## src/rtl/lfsr_sat_counter.sv

```systemverilog
// Saturating up-counter with synchronous clear; clear wins over increment.
module lfsr_sat_counter #(
  parameter int CNT_W = 16
) (
  input  logic             clk,
  input  logic             reset,
  input  logic             clr,
  input  logic             inc,
  output logic [CNT_W-1:0] count
);

  logic [CNT_W-1:0] count_q, count_d;

  // Next count: clear first, otherwise increment until all-ones.
  always_comb begin
    count_d = count_q;
    if (clr) begin
      count_d = '0;
    end else if (inc && (count_q != {CNT_W{1'b1}})) begin
      count_d = count_q + CNT_W'(1);
    end
  end

  // Count register.
  always_ff @(posedge clk or posedge reset) begin
    if (reset) begin
      count_q <= '0;
    end else begin
      count_q <= count_d;
    end
  end

  assign count = count_q;

endmodule

```

## config.mk

```make
export PLATFORM = sky130hd
export DESIGN_NAME = lfsr_sat_counter
export DESIGN_NICKNAME = d
export VERILOG_FILES = /design/src/rtl/lfsr_sat_counter.sv
export SDC_FILE = /design/constraint.sdc
export NUM_CORES = 1
export LEC_CHECK = 0
export CAP_MARGIN = 20
export CORE_MARGIN = 3
export CORE_UTILIZATION = 49
export CTS_CLUSTER_SIZE = 28
export DETAILED_ROUTE_END_ITERATION = 6
export GPL_TIMING_DRIVEN = 0
export HOLD_SLACK_MARGIN = 0.02
export PLACE_DENSITY = 0.74
export SLEW_MARGIN = 20
export SYNTH_ARGS = -nofsm -noshare
export SYNTH_HDL_FRONTEND = slang
export SYNTH_SLANG_ARGS = --single-unit
```

## constraint.sdc

```tcl
create_clock -name clk -period 2.1 [get_ports clk]
set_input_delay 0.42 -clock clk [delete_from_list [all_inputs] [get_ports clk]]
set_output_delay 0.42 -clock clk [all_outputs]
set_load 0.005 [all_outputs]
```

---- After elaboration in Yosys (flattened, before gate mapping) ----
Index checks and enable logic that the tools add are counted.
operators by class
  add/subtract/negate cells ............... 1
  multiplexer cells ....................... 2
  reduce and logical (&&, ||, !) cells .... 2
  eq/ne operators ......................... 1
operators by type and width
  cell                   number
  $mux 16                2
  $add 16x1->16 const B  1
  $ne 16x16->1 const B   1
  $reduce_bool 2->1      1
  $logic_and 1x1->1      1
storage, ports and cells
  register bits ........................... 16
  word-level logic and storage cells ...... 7
  output and inout port bits .............. 16

---- Longest topological paths before layout ----
Gate-level depths: netlist (run 1).
  depth after elaboration ................. 4
  depth in mapped cells ................... 6
  depth with buffers taken out ............ 5

---- Worst setup path after synthesis (run 1) ----
No wires, ideal clock.
  kind .................................... register to register
  start point ............................. reg count_q[0], in the netlist count[0]
  end point ............................... reg count_q[0], in the netlist count[0]
  period minus slack after synthesis ...... 1.782 ns
  arrival ................................. 1.657 ns
  cell stages (with the launch flop) ...... 7
  buffers on the path ..................... 1
  required time ........................... 1.975 ns
  path slack .............................. 0.318 ns
  cells stage by stage .................... dfrtp_1 > ha_1 > clkbuf_1 > nand3_1 > nor4_1 > nor2b_1 > mux2_2
on the way
  cells in the longest elaborated chain, start to end .. 3
RTL lines
  item                                                  RTL line  source
  start: declaration                                    12        logic [CNT_W-1:0] count_q, count_d;
  start signal: assignment                              29        count_q <= count_d;
  $add 16x1->16 / $ne 16x16->1 (equally long branches)  20, 19
  $mux 16 / $logic_and 1x1->1 (equally long branches)   19        end else if (inc && (count_q != {CNT_W{1'b1}})) begin
  $mux 16 / $reduce_bool 2->1 (equally long branches)   --
Several ways; a longest one is shown, not always the timed one. The select of a mux whose other input is x is not followed.
A chain may end at the register's enable or synchronous reset.

---- Final worst setup path (run 1) ----
  start point ............................. reg count_q[2], in the netlist count[2]
  end point ............................... reg count_q[13], in the netlist count[13]
The elaborated chain is that of the path after synthesis.

==> Implementation_results.wiki, run 1 <==
{| class="wikitable"
! Metric !! Value
|-
| Outcome || completed
|-
| Weighted congestion reported at the end of routability-driven placement || 0.758
|-
| Largest delay share family, worst path || simple AND/OR/NAND/NOR gates
|-
| Required time of the worst setup path || 2310 ps
|-
| Overall via count from detail_route || 881
|-
| Cell at the root of the clock tree || clkbuf_4
|-
| Fraction of post-synthesis cell area in the top cell type by area || 0.430
|-
| Number of enable-type register cells in the synthesized netlist || 0
|-
| Die Ht || 49.6 um
|-
| Net Count, Synth || 106
|-
| Clk network pwr share || 0.317
|-
| Net switching power figure || 0.000126 W
|-
| Number of synthesized register bits || 16
|-
| IO Count || 20
|-
| Post-synthesis instance area || 932 sq um
|-
| Buffer levels on the longest clock path || 2
|-
| Number of cells in the design after placement || 143
|-
| Worst-case reg-to-reg path depth || 4
|-
| Area Overhead vs Synth || 24.3%
|-
| Headroom to the max-slew limit || 0.584
|-
| Critical path type || reg -> reg
|-
| Clock-pin transition on the worst setup and hold timing paths || 100 ps
|-
| Crit path depth || 4
|-
| Most used routing layer in global routing || met2
|-
| Global routing usage on met2 || 0.319
|-
| GR Util All Layers || 0.200
|-
| Avg Vias per Cell || 6.08
|-
| Count of mapped cells out of synthesis || 101
|-
| Largest area contributor in the synthesized netlist || dfrtp_1
|-
| Total number of H-tree levels || 1
|-
| Clock Skew || 6.47 ps
|-
| Worst reg-to-reg setup slack || 180 ps
|-
| Proportion of synthesized chip area in sequential cells || 0.430
|-
| Reported leakage power || 0.412 nW
|-
| Internal power component || 0.000396 W
|-
| Number of antenna repair diodes || 0
|-
| Row count || 15
|-
| Most common library cells after synthesis || dfrtp_1, a21oi_1, nand3_1
|-
| End of the worst register-to-register path || count[13]
|-
| Time the final worst path needs with I/O delays and setup || 1920 ps
|-
| Vias in the first global route || 880
|-
| Core ar. || 1760 sq um
|-
| Worst Path Arrival || 2140 ps
|-
| Number of cells on the worst hold path || 2
|-
| Number of warnings reported in the yosys synthesis log || 0
|-
| Die W || 49.6 um
|-
| Fraction of registers with async set or reset after synthesis || 1.00
|-
| Worst setup slack before clock tree synthesis || 20.7 ps
|-
| Cells along the critical path || nand4_1 -> or4_4 -> or4_1 -> a21oi_1
|-
| Half-perimeter wire length of the detailed placement result || 1500 um
|-
| Crit path buf inv count || 0
|-
| Core utilization of the finished layout || 0.657
|-
| P per Cell Area || 451 nW/um^2
|-
| Critical path endpoint || count[13]
|-
| Largest cells by area after synthesis || dfrtp_1, a21oi_1, or4_1, o31ai_1, or3_1
|-
| Relative contribution of combinational cells to total power || 0.077
|-
| Clock buffers created by TritonCTS || 3
|-
| DRT Wirelength || 2150 um
|-
| NumNets Final || 127
|-
| Maximum number of pins on one net before global-route repair || 17
|-
| Worst supply voltage drop on vdd || 0.338 mV
|-
| Setup_tns || 0 ps
|-
| Starting Density || 0.528
|-
| Total of endpoints with negative setup slack in the final report || 0
|-
| Global Route met1 Usage || 0.272
|-
| Count of nets left with antenna violations after detail routing || 0
|-
| Setup slack after layout || 178 ps
|-
| Antenna violations before repair || 0
|-
| Setup Fix Bufs, Post-CTS || 0
|-
| Number of flip-flops in the largest register || 16
|-
| Cell variety after synth || 29
|-
| Die area || 2460 sq um
|-
| Crit end category || register
|-
| Synthesized area divided by synthesized cell count || 9.23 sq um
|-
| Overall Power || 0.000523 W
|-
| Clock tree from TritonCTS || built
|-
| Post-layout instance count excluding filler cells || 145
|-
| CP startpoint kind || register
|-
| Unrepaired setup endpoints after global routing || no
|-
| TritonCTS sink count || 16
|-
| Later-pin clock latency in the skew report || 290 ps
|-
| 1st-pass router iterations || 4
|-
| Worst reg2reg startpoint || count[2]
|-
| Peak clock frequency supported by timing || 520 MHz
|-
| Post-DR wirelength/cell || 14.8 um
|-
| Pin slew with the least headroom to its limit || 624 ps
|-
| Maximum fanout encountered on the critical timing path || 8
|-
| Initial DRC count || 24
|-
| Tcrit/Tclk final || 0.915
|-
| Number of max-capacitance violations reported || 0
|-
| Maximum single-stage delay on the critical path || 570 ps
|-
| Most numerous cell in the Yosys netlist || dfrtp_1
|-
| Global-route met3 utilization || 0.0302
|-
| Path type of the worst min-delay path || in -> reg
|-
| Final slew viol count || 0
|-
| Register share of total power || 0.606
|-
| Hold Fails Final Rpt || 0
|-
| Fraction of final layout cells with drive strength greater than 1 || 0.100
|-
| Port buffer count || 17
|-
| DRC violations left || 0
|-
| Number of hold buffers added after cts || 0
|-
| Sw Share || 0.242
|-
| Timing startpoint of the critical path || count[2]
|-
| Gr ovfl total || 0
|-
| Top FF cell, synth || dfrtp_1
|-
| Slowest stage cell on the critical path || or4_4
|-
| Global-route wire length before repair || 3910 um
|}
==> metrics by stage <==
stage,hold slack (ps),area [sq um]
final,345,1160
after global routing,344,1160
after CTS,337,1160
after detailed placement,566,1130
after global placement,552,1130
after floorplan,334,932
==> cells by family after synthesis <==
group	synth area share
buffers and inverters	0.0389
AND/OR/NAND/NOR	0.326
AO/OA/AOI/OAI	0.157
flip-flops	0.430
multiplexers	0.0349
adder cells (fa/ha/maj)	0.0134
==> power groups by stage <==
stage	registers, W	clock network, W	logic [W]
floorplan	0.000322	0	0.0000244
global placement	0.000323	0	0.0000404
detailed placement	0.000323	0	0.0000409
CTS	0.000317	0.000175	0.0000409
global route	0.000318	0.000189	0.0000461
finish	0.000317	0.000166	0.0000400
==> worst min-delay path by stage <==
stage              start        end  slack (ps)
2_1_floorplan      reset   count[0]         330
3_3_place_gp   count[14]  count[14]         550
3_5_place_dp   count[14]  count[14]         570
4_1_cts              clr   count[8]         340
5_1_grt              clr   count[8]         340
6_report             clr   count[8]         350
==> cell type report <==
cell class	count	area, sq um
Fill cell	179	606
Multi-Input combinational cell	78	502
Sequential cell	16	400
Timing Repair Buffer	17	170
Tap cell	25	31.3
Clock buffer	3	22.5
Buffer	3	21.3
Inverter	3	11.3
==> cells in the final DEF (no fill, tap or decap), types with 2 or more instances in the layout <==
cell | synthesis | layout
or4_1 | 6 | 6
o21ai_0 | 5 | 5
nand2b_1 | 2 | 2
clkdlybuf4s50_1 | 0 | 17
nor2b_1 | 3 | 3
o31ai_1 | 5 | 5
o41ai_1 | 2 | 2
or3_1 | 6 | 6
nand3_1 | 7 | 7
mux2_2 | 2 | 2
inv_1 | 3 | 3
a21oi_1 | 12 | 12
nor4_1 | 3 | 2
dfrtp_1 | 16 | 16
nor3_1 | 4 | 4
clkbuf_4 | 0 | 3
nand2_1 | 6 | 6
nand4_1 | 4 | 4
nor2_1 | 3 | 3
==> layer usage <==
metal,part of all wire,vias to the layer above
li1,-,429
met5,0,-
met2,0.45,35
met3,0.049,4
met1,0.49,413
met4,0.011,0
==> repair_timing <==
item | 4_1_cts | 5_1_grt
resized for setup | 1 | 0
gates cloned | 0 | 0
endpoints found under the setup margin | 1 | 2
(Power assumes the default switching activity.)
==> run 2: changes to the inputs <==
--- a/config.mk
+++ b/config.mk
@@ -8,7 +8,7 @@
 export CAP_MARGIN = 20
 export CORE_MARGIN = 3
 export CORE_UTILIZATION = 49
-export CTS_CLUSTER_SIZE = 28
+export CTS_CLUSTER_SIZE = 24
 export DETAILED_ROUTE_END_ITERATION = 6
 export GPL_TIMING_DRIVEN = 0
 export HOLD_SLACK_MARGIN = 0.02
==> results of run 2 <==
The final DEF is identical to that of run 1; final timing and power are the same.
